--- config.mk ---
export PLATFORM = sky130hd
export DESIGN_NAME = cpu_trace_ctrl
export DESIGN_NICKNAME = d
export VERILOG_FILES = /design/src/rtl/cpu_trace_ctrl.sv
export SDC_FILE = /design/constraint.sdc
export NUM_CORES = 1
export LEC_CHECK = 0
export BUFFER_PORTS_ARGS = -buffer_cell sky130_fd_sc_hd__buf_2
export CAP_MARGIN = 25
export CORE_ASPECT_RATIO = 0.75
export CORE_UTILIZATION = 56
export CTS_CLUSTER_SIZE = 14
export DETAILED_ROUTE_END_ITERATION = 10
export HOLD_SLACK_MARGIN = 0.15
export PLACE_DENSITY = 0.86
export SLEW_MARGIN = 10
export SYNTH_ARGS = -nofsm -noshare
export SYNTH_HDL_FRONTEND = slang
export SYNTH_SLANG_ARGS = --single-unit
--- constraint.sdc ---
create_clock -name clk -period 8.2 [get_ports clk]
set_input_delay 1.64 -clock clk [delete_from_list [all_inputs] [get_ports clk]]
set_output_delay 1.64 -clock clk [all_outputs]
set_load 0.01 [all_outputs]
--- src/rtl/cpu_trace_ctrl.sv ---
// Run controller and trace capture for the single-cycle RISC-V core.
// Gates the core PC enable, records one entry per enabled cycle into a ring buffer, drains it oldest-first.
module cpu_trace_ctrl #(
    parameter int XLEN    = 32,
    parameter int DEPTH   = 16,
    parameter int CYCLE_W = 16,
    parameter int PT_W    = 8
) (
    input  logic               clk,
    input  logic               rst,
    input  logic               start,
    input  logic               stop_req,
    input  logic [CYCLE_W-1:0] max_cycles,
    input  logic               trig_en,
    input  logic [XLEN-1:0]    trig_pc,
    input  logic [PT_W-1:0]    post_trig,
    input  logic [XLEN-1:0]    cpu_pc,
    input  logic [XLEN-1:0]    cpu_aluout,
    input  logic               cpu_memread,
    input  logic               cpu_memwrite,
    output logic               pc_en,
    output logic               running,
    output logic               done,
    output logic               triggered,
    output logic               wrapped,
    output logic [CYCLE_W-1:0] cycle_count,
    output logic               rd_valid,
    input  logic               rd_ready,
    output logic [XLEN-1:0]    rd_pc,
    output logic [XLEN-1:0]    rd_aluout,
    output logic [1:0]         rd_flags
);

    localparam int AW = $clog2(DEPTH);
    localparam int CW = AW + 1;

    typedef enum logic [1:0] {
        S_IDLE,
        S_RUN,
        S_POST,
        S_DONE
    } state_t;

    typedef struct packed {
        logic [XLEN-1:0] pc;
        logic [XLEN-1:0] alu;
        logic            memread;
        logic            memwrite;
    } entry_t;

    state_t             state_q, state_d;
    logic [AW-1:0]      wr_ptr_q, wr_ptr_d;
    logic [AW-1:0]      rd_ptr_q, rd_ptr_d;
    logic [CW-1:0]      count_q, count_d;
    logic               wrapped_q, wrapped_d;
    logic               triggered_q, triggered_d;
    logic               pc_en_q, pc_en_d;
    logic [CYCLE_W-1:0] cycle_q, cycle_d;
    logic [PT_W-1:0]    post_q, post_d;

    entry_t             mem [DEPTH];

    logic               capture;
    logic [CYCLE_W-1:0] cycle_inc;
    logic               end_hit;
    logic               trig_hit;
    logic               pop;
    entry_t             rd_entry;

    always_comb begin
        capture   = (state_q == S_RUN) || (state_q == S_POST);
        cycle_inc = (cycle_q == '1) ? cycle_q : cycle_q + CYCLE_W'(1);
        // Budget compares against the count including the capture happening on this edge.
        end_hit   = stop_req
                 || ((max_cycles != '0) && (cycle_inc == max_cycles))
                 || ((state_q == S_POST) && (post_q == PT_W'(1)));
        trig_hit  = (state_q == S_RUN) && trig_en && (cpu_pc == trig_pc);
        rd_valid  = (state_q == S_DONE) && (count_q != '0);
        pop       = rd_valid && rd_ready;
    end

    always_comb begin
        // NOTE: every next-state signal gets its hold value first so no path leaves it unassigned (no latches).
        state_d     = state_q;
        wr_ptr_d    = wr_ptr_q;
        rd_ptr_d    = rd_ptr_q;
        count_d     = count_q;
        wrapped_d   = wrapped_q;
        triggered_d = triggered_q;
        cycle_d     = cycle_q;
        post_d      = post_q;

        unique case (state_q)
            S_IDLE, S_DONE: begin
                if (start) begin
                    state_d     = S_RUN;
                    wr_ptr_d    = '0;
                    rd_ptr_d    = '0;
                    count_d     = '0;
                    wrapped_d   = 1'b0;
                    triggered_d = 1'b0;
                    cycle_d     = '0;
                    post_d      = '0;
                end else if (pop) begin
                    rd_ptr_d = rd_ptr_q + AW'(1);
                    count_d  = count_q - CW'(1);
                end
            end
            default: begin
                wr_ptr_d = wr_ptr_q + AW'(1);
                cycle_d  = cycle_inc;
                if (count_q == CW'(DEPTH)) begin
                    rd_ptr_d  = rd_ptr_q + AW'(1);
                    wrapped_d = 1'b1;
                end else begin
                    count_d = count_q + CW'(1);
                end
                if (state_q == S_POST) begin
                    post_d = post_q - PT_W'(1);
                end

                if (end_hit) begin
                    state_d = S_DONE;
                end else if (trig_hit) begin
                    triggered_d = 1'b1;
                    post_d      = post_trig;
                    state_d     = (post_trig == '0) ? S_DONE : S_POST;
                end
            end
        endcase

        pc_en_d = (state_d == S_RUN) || (state_d == S_POST);
    end

    always_ff @(posedge clk) begin
        if (rst) begin
            state_q     <= S_IDLE;
            wr_ptr_q    <= '0;
            rd_ptr_q    <= '0;
            count_q     <= '0;
            wrapped_q   <= 1'b0;
            triggered_q <= 1'b0;
            pc_en_q     <= 1'b0;
            cycle_q     <= '0;
            post_q      <= '0;
        end else begin
            // NOTE: state registers use non-blocking assignment so every flop samples pre-edge values.
            state_q     <= state_d;
            wr_ptr_q    <= wr_ptr_d;
            rd_ptr_q    <= rd_ptr_d;
            count_q     <= count_d;
            wrapped_q   <= wrapped_d;
            triggered_q <= triggered_d;
            pc_en_q     <= pc_en_d;
            cycle_q     <= cycle_d;
            post_q      <= post_d;
        end
    end

    // NOTE: trace storage is not reset; count_q alone defines which entries are valid.
    always_ff @(posedge clk) begin
        if (!rst && capture) begin
            mem[wr_ptr_q] <= '{pc: cpu_pc, alu: cpu_aluout, memread: cpu_memread, memwrite: cpu_memwrite};
        end
    end

    assign rd_entry    = mem[rd_ptr_q];
    assign rd_pc       = rd_valid ? rd_entry.pc  : '0;
    assign rd_aluout   = rd_valid ? rd_entry.alu : '0;
    assign rd_flags    = rd_valid ? {rd_entry.memread, rd_entry.memwrite} : 2'b00;

    assign pc_en       = pc_en_q;
    assign running     = (state_q == S_RUN) || (state_q == S_POST);
    assign done        = (state_q == S_DONE);
    assign triggered   = triggered_q;
    assign wrapped     = wrapped_q;
    assign cycle_count = cycle_q;

endmodule

* Yosys cells after proc, flatten, opt, wreduce, memory -nomap -nowiden
Memory sizes are Yosys's and may differ from the RTL's. A register that Yosys moved wholly into a read port is not among the register bits.
Index checks and enable logic that the tools add are counted.
** Cells by class
- Add/subtract/negate cells :: 6
- Bitwise operators :: 0
- Reductions and logical operators :: 23
- Magnitude comparators :: 0
- Eq/ne operators :: 14
- Multiply operators :: 0
- Divide/modulo/power cells :: 0
- Muxes and demuxes :: 36
- Shift-type cells :: 0
** Operators with widths (count)
- two-way mux 32 bit :: 2
- two-way mux 16 bit :: 3
- two-way mux 8 bit :: 5
- == test 32 bit :: 1
- two-way mux 4 bit :: 8
- two-way mux 5 bit :: 4
- adder 16 x 1 -> 16 bit, second input constant :: 1
- == test 16 bit :: 1
- == test 16 bit, second input constant :: 1
- nonzero test 16 bit :: 1
- two-way mux 2 bit :: 5
- two-way mux 1 bit :: 9
- adder 4 x 1 -> 4 bit, second input constant :: 2
- == test 8 x 1 -> 1 bit, second input constant :: 1
- zero test 8 bit :: 1
- subtractor 8 x 1 -> 8 bit, second input constant :: 1
- logical AND 1 bit :: 7
- == test 2 bit, second input constant :: 3
- AND reduction 2 bit :: 3
- adder 5 x 1 -> 5 bit, second input constant :: 1
- == test 5 bit, second input constant :: 1
- nonzero test 5 bit :: 1
- subtractor 5 x 1 -> 5 bit, second input constant :: 1
- == test 2 x 1 -> 1 bit, second input constant :: 2
- 9 further kinds :: 14
** Storage, ports and cells
- Bits in writable memories :: 1056
- Output and inout bits :: 88
- Bits in read-only memories :: 0
- Latch bits :: 0
- Flip-flop bits (word level) :: 42
- Memories kept :: 1
- Input bits :: 128
** Memory list
- mem :: words 16, bits a word 66, rd ports 1, clocked after memory_dff 1, write ports 1, line 61 : entry_t mem [DEPTH];

* Logic depth before layout (Yosys ltp)
Gate-level depths: netlist of run 1.
- Word-level depth :: 10
- Mapped depth :: 13

* Worst setup path before layout of run 1
No wires, ideal clock.
- Path type :: in2reg
- Start point :: in rst
- End point :: mem mem[1][0] in the netlist's numbering (enable)
- Arrival time :: 6.840 ns
- Buffers on the path :: 1
- Data required time :: 7.629 ns
- Stages :: 4
- Slack :: 0.789 ns
- Cells stage by stage :: nor2_1 > clkbuf_1 > nand2_1 > nor3_1
** On the way
- Cells in the longest elaborated chain, start to end :: 4
** RTL lines
- from (decl) :: line 10 : input logic rst,
- zero test 1 bit :: line 162 : if (!rst && capture) begin
- logical AND 1 bit :: line 162
- two-way mux 1 bit :: line 162
- two-way mux 1 bit (not written as such) :: line 163 : mem[wr_ptr_q] <= '{pc: cpu_pc, alu: cpu_aluout, memread: cpu_memread, memwrite: cpu_memwrite};
- to (decl) :: line 61
No other way between the ends.

==> results.sh, run 1 <==
export IMPL_p_leak_uw=0.01544
export IMPL_wl_um=111600
export IMPL_die_width_um=324.3
export IMPL_synth_seq_area_share_pct=74.80
export IMPL_route_detailed_drc=0
export IMPL_clock_latency_ns=0.68
export IMPL_postRouteAntennaNets=0
export IMPL_hold_viol=0
export IMPL_wl_per_cell_um=33.03
export IMPL_syn_area_per_cell_sq_um=21.52
export IMPL_clk_path_buf_depth=3
export IMPL_portBuffers=215
export IMPL_place_area_sq_um=46230
export IMPL_cts_buffers=96
export IMPL_path_class="flip-flop to output pin"
export IMPL_rsz0062_at_grt="false"
export IMPL_ys_ff_latch=1102
export IMPL_max_clock_freq_ghz=0.1822
export IMPL_first_pass_iters=5
export IMPL_cts_setup_buffers=0
export IMPL_synth_distinct_cells=61
export IMPL_core_sq_um=76960
export IMPL_cts_sinks=1102
export IMPL_yosysTopAreaCell="edfxtp_1"
export IMPL_cts_resized=0
export IMPL_dieArea_sq_um=79030
export IMPL_slew_violations=0
export IMPL_crit_arrival_ns=3.85
export IMPL_hp_start="post_q[2]"
export IMPL_syn_to_final_growth_pct=12.64
export IMPL_synth_main_ff_cell="edfxtp_1"
export IMPL_grt_usage_pct=28.74
export IMPL_final_cell_area_sq_um=49140
export IMPL_finalSetupTns_ns=0
export IMPL_num_vias=22590
export IMPL_fin_crit_sh_pct=66.94
export IMPL_htreeDepth=3
export IMPL_grt_max_degree=105
export IMPL_start_util_pct=56.68
export IMPL_p_per_area_nw_per_um2=230.6
export IMPL_grt_pass1_vias=23070
export IMPL_num_io_pins=216
export IMPL_peakVddDrop_uv=188.8
export IMPL_place_congestion=0.8727
export IMPL_maxCapViolCount=0
export IMPL_clk_pin_slew_worst_paths_ns=0.07
export IMPL_post_dp_hpwl_um=57840
export IMPL_syn_num_nets=2169
export IMPL_start_kind="flip-flop"
export IMPL_num_rows=88
export IMPL_cp_end_kind="output pin"
export IMPL_antenna_found_initial=11
export IMPL_required_ns=6.56
export IMPL_hold_buffers=0
export IMPL_critPathMaxFanout=92
export IMPL_run_status="completed"
export IMPL_async_reset_ff_share_pct=0
export IMPL_synth_edff_count=1056
export IMPL_hp_class="flip-flop to flip-flop"
export IMPL_min_period_ns=5.489
export IMPL_root_buffer="clkbuf_16"
export IMPL_yosysWarnings=0
export IMPL_via_per_inst=6.685
export IMPL_slew_headroom_pct=27.72
export IMPL_die_y_um=243.7
export IMPL_regToRegSetupSlack_ns=3.98
export IMPL_cts_tree="done"
export IMPL_synthTopCellsByArea="edfxtp_1 73%, mux4_2 17%, dfxtp_1 2.1%, and2_1 0.96%, clkbuf_1 0.59%"
export IMPL_worst_slew_pin_slew_ns=1.084
export IMPL_nets=2414
export IMPL_syn_area_sq_um=43630
export IMPL_drt_initial_drc_count=3081
export IMPL_setup_violations_final=0
export IMPL_syn_inst=2027
export IMPL_grt_overflow=0
export IMPL_finalClockSkew_ns=0.04774
export IMPL_grt_first_pass_wirelength_um=160500
export IMPL_yosysTopAreaCellShare_pct=72.69
export IMPL_drive_above_1_share_pct=31.70
export IMPL_r2r_start="state_q[0]"
[state kept, by name, indices dropped and copies added, names as in the netlist, named ones only]
| name | cells |
|---|---|
| pc_en | 1 |
| post_q | 8 |
| wr_ptr_q | 4 |
| cycle_count | 16 |
| rd_ptr_q | 4 |
| triggered | 1 |
| wrapped | 1 |
| mem | 1056 |
| state_q | 2 |
| count_q | 5 |
[worst max-delay path, cell delays in order (launching register included)]
cell and delay (ns):
dfxtp_4 0.86, buf_12 0.59, mux4_2 0.65, mux4_2 0.50
and2_1 0.21, buf_2 0.15
[through the flow]
stage | hold slack, ns | setup slack (ns) | power, uW | utilization [%] | instances
CTS | 0.4962 | 2.633 | 11370 | 63.80 | 3375
finish | 0.4986 | 2.711 | 11330 | 63.85 | 3380
floorplan | 0.4469 | 0.7894 | 6836 | - | 2027
global route | 0.5193 | 2.456 | 11610 | 63.85 | 3379
global placement | 0.4728 | 3.307 | 7084 | 59.73 | 3198
detailed placement | 0.4875 | 3.300 | 7121 | 60.06 | 3208
[cell type report]
| class | instances | area [sq um] |
|---|---|---|
| Sequential cell | 1102 | 32650 |
| Fill cell | 4794 | 27820 |
| Multi-Input combinational cell | 799 | 10600 |
| Clock buffer | 132 | 2620 |
| Timing Repair Buffer | 256 | 1648 |
| Tap cell | 1035 | 1295 |
| Clock inverter | 35 | 257.7 |
| Inverter | 17 | 63.81 |
| Antenna cell | 4 | 10.01 |
[cells in the mapped netlist, types with 11 or more instances]
master,n
a21oi_1,32
and2_1,67
and3_1,16
buf_1,25
buf_2,13
clkbuf_1,68
dfxtp_1,46
edfxtp_1,1056
ha_1,14
inv_1,17
mux2i_1,11
mux4_2,330
nand2_1,34
nand3_1,13
nand4_1,16
nor2_1,55
nor3_1,22
nor4_1,13
o21ai_0,28
o21ai_1,11
xnor2_1,24
xor2_1,27
[kinds of logic (layout without fill, tap and decap cells)]
kind of cell | after synthesis | count (layout) | synth area share, %
flops | 1102 | 1102 | 74.80
mux | 342 | 342 | 17.31
simple gates | 281 | 281 | 3.668
buf+inv | 126 | 440 | 1.156
compound gates | 111 | 111 | 1.638
xor+xnor | 51 | 51 | 1.024
fa+ha+maj | 14 | 14 | 0.4015
other cells | 0 | 4 | 0
[routing by layer]
metal	routed length (um)	share of wire, %	track usage, %	up-vias
met5	45	0.040	0	-
met4	4597	4.1	11.67	8
met3	10930	9.8	5.262	284
met2	56130	50	46.66	1605
met1	39940	36	38.83	11730
li1	-	-	-	8964
[path summary, 6_finish.rpt]
path | to | depth (start not counted)
worst max-delay path | rd_pc[5] | 5
worst min-delay path | post_q[2] | 2
worst max register to register | mem[13][59] | 6
worst min register to register | post_q[2] | 2
[layout by cell type (no fill, tap or decap), types with 18 or more instances in the layout]
cell,count
a21oi_1,32
clkbuf_1,30
clkbuf_16,98
dfxtp_1,42
nor3_1,18
nor2_1,43
o21ai_0,28
edfxtp_1,1056
and2_1,67
mux4_2,330
xnor2_1,24
xor2_1,27
buf_2,215
buf_4,24
nand2_1,34
[power breakdown]
group | leakage (uW) | switching [uW] | internal (uW)
clock | 0.00140 | 2020 | 2300
combinational | 0.00416 | 432 | 281
sequential | 0.00988 | 49.1 | 6260
total | 0.0154 | 2500 | 8840
Note: power is estimated with default switching activity, not from simulation.
==> run 2, diff against run 1 <==
==> constraint.sdc (replaced) <==
create_clock -name clk -period 5.7 [get_ports clk]
set_input_delay 1.14 -clock clk [delete_from_list [all_inputs] [get_ports clk]]
set_output_delay 1.14 -clock clk [all_outputs]
set_load 0.01 [all_outputs]
==> results.sh, run 2 (synthesis gave the netlist of run 1 again) <==
export IMPL_hold_buffers=0
export IMPL_die_y_um=243.7
export IMPL_p_leak_uw=0.01551
export IMPL_grt_overflow=0
export IMPL_wl_per_cell_um=32.60
export IMPL_start_kind="flip-flop"
export IMPL_antenna_found_initial=16
export IMPL_grt_first_pass_wirelength_um=160700
export IMPL_slew_violations=0
export IMPL_die_width_um=324.3
export IMPL_layout_commonest_cell="edfxtp_1"
export IMPL_maxCapViolCount=0
export IMPL_grt_usage_pct=28.78
export IMPL_final_cell_mix="1056 x edfxtp_1, 330 x mux4_2, 215 x buf_2"
export IMPL_min_period_ns=4.530
export IMPL_run_status="completed"
export IMPL_cts_sinks=1102
export IMPL_p_per_area_nw_per_um2=333.6
export IMPL_clk_pin_slew_worst_paths_ns=0.06
export IMPL_required_ns=4.56
export IMPL_syn_to_final_growth_pct=13.17
export IMPL_cts_setup_buffers=0
export IMPL_wl_um=111000
export IMPL_drive_above_1_share_pct=32.06
export IMPL_portBuffers=215
export IMPL_fin_crit_sh_pct=79.48
export IMPL_clock_latency_ns=0.68
export IMPL_finish_utilization_pct=64.15
export IMPL_worst_path_buf_inv=2
export IMPL_num_rows=88
export IMPL_cts_buffers=100
export IMPL_hp_class="flip-flop to flip-flop"
export IMPL_crit_arrival_ns=3.39
export IMPL_hold_viol=0
export IMPL_worst_slew_pin_slew_ns=1.033
export IMPL_postRouteAntennaNets=0
export IMPL_grt_pass1_vias=23440
export IMPL_slowest_delay_ns=0.65
export IMPL_htreeDepth=3
export IMPL_start_util_pct=56.68
export IMPL_path_cells="buf_4 -> mux4_2 -> mux4_2 -> and2_1 -> buf_2"
export IMPL_cts_tree="done"
export IMPL_num_vias=22660
export IMPL_post_dp_hpwl_um=58490
export IMPL_final_cells=3403
export IMPL_dieArea_sq_um=79030
export IMPL_slew_headroom_pct=31.12
export IMPL_via_per_inst=6.659
export IMPL_rsz0062_at_grt="false"
export IMPL_cp_end_kind="output pin"
export IMPL_grt_max_degree=67
export IMPL_finalClockSkew_ns=0.02608
export IMPL_num_io_pins=216
export IMPL_place_congestion=0.8843
export IMPL_drt_initial_drc_count=3283
export IMPL_route_detailed_drc=0
export IMPL_largest_reg_flops=1056
export IMPL_setup_violations_final=0
export IMPL_nets=2425
export IMPL_slowest_stage="dfxtp_4"
export IMPL_finalSetupTns_ns=0
export IMPL_cpLargestDelayFamily="multiplexers"
export IMPL_max_flop_register="mem"
export IMPL_first_pass_iters=6
export IMPL_cts_resized=0
export IMPL_critPathMaxFanout=28
export IMPL_peakVddDrop_uv=255.2
export IMPL_core_sq_um=76960
export IMPL_dp_cells=3215
export IMPL_worst_path_most_repeated_cell="mux4_2"
export IMPL_root_buffer="clkbuf_16"
export IMPL_max_clock_freq_ghz=0.2207
export IMPL_path_class="flip-flop to output pin"
export IMPL_clk_path_buf_depth=3
-- run 2: changes by cell type in the layout (fill, tap and decap cells not counted), sizes merged --
| cell | delta |
|---|---|
| clkinv | +11 |
| buf | +7 |
| diode | +3 |
| clkinvlp | +2 |
| bufinv | +1 |
| clkbuf | -1 |
-- run 2: layout make-up --
cell class | instances | area (sq um)
antenna | 7 | 17.52
clock buffer | 131 | 2640
clock inverter | 49 | 380.4
fill | 4777 | 27590
inverter | 17 | 63.81
multi-input combinational | 799 | 10630
sequential | 1102 | 32650
tap | 1035 | 1295
timing repair buffer | 263 | 1703
-- run 2: power breakdown --
group / switching, uW / internal [uW] / total, uW
Combinational: 622 / 409 / 1030
Clock: 2950 / 3410 / 6370
Sequential: 67.0 / 9010 / 9070
-- run 2: worst reg2reg max path, cell delays in order (launching register included) --
cell and delay, ns:
dfxtp_1 0.42, inv_1 0.07, ha_1 0.63, inv_1 0.63
nand3_1 0.52, nor2_4 0.75, buf_4 0.61
-- run 2: layer usage --
metal / part of all wire [%] / global-route usage, % / wire, um / vias to the layer above
li1: - / - / - / 9008
met1: 35 / 38.11 / 38310 / 11710
met5: 0.051 / 0 / 57 / -
met4: 3.3 / 10.52 / 3612 / 10
met2: 50 / 47.12 / 55970 / 1688
met3: 12 / 6.500 / 13000 / 242
-- run 2: worst paths after layout --
| check | cells past startpoint | from | end | slack (ns) |
|---|---|---|---|---|
| setup reg to reg | 6 | state_q[0] | mem[7][15] | 1.66 |
| hold / removal | 2 | post_q[2] | post_q[2] | 0.49 |
| hold reg to reg | 2 | post_q[2] | post_q[2] | 0.49 |
| setup / recovery | 5 | flip-flop | rd_pc[1] | 1.17 |
-- run 2: per-stage QoR --
stage	cell area, sq um	hold WS, ns	setup WS, ns	power, uW
after floorplan	43650	0.4469	0.5748	9826
after global placement	46300	0.4623	1.320	10180
after detailed placement	46320	0.4746	1.201	10250
after CTS	49340	0.4879	1.074	16530
after global routing	49370	0.4961	0.9704	16880
final	49370	0.4864	1.170	16470
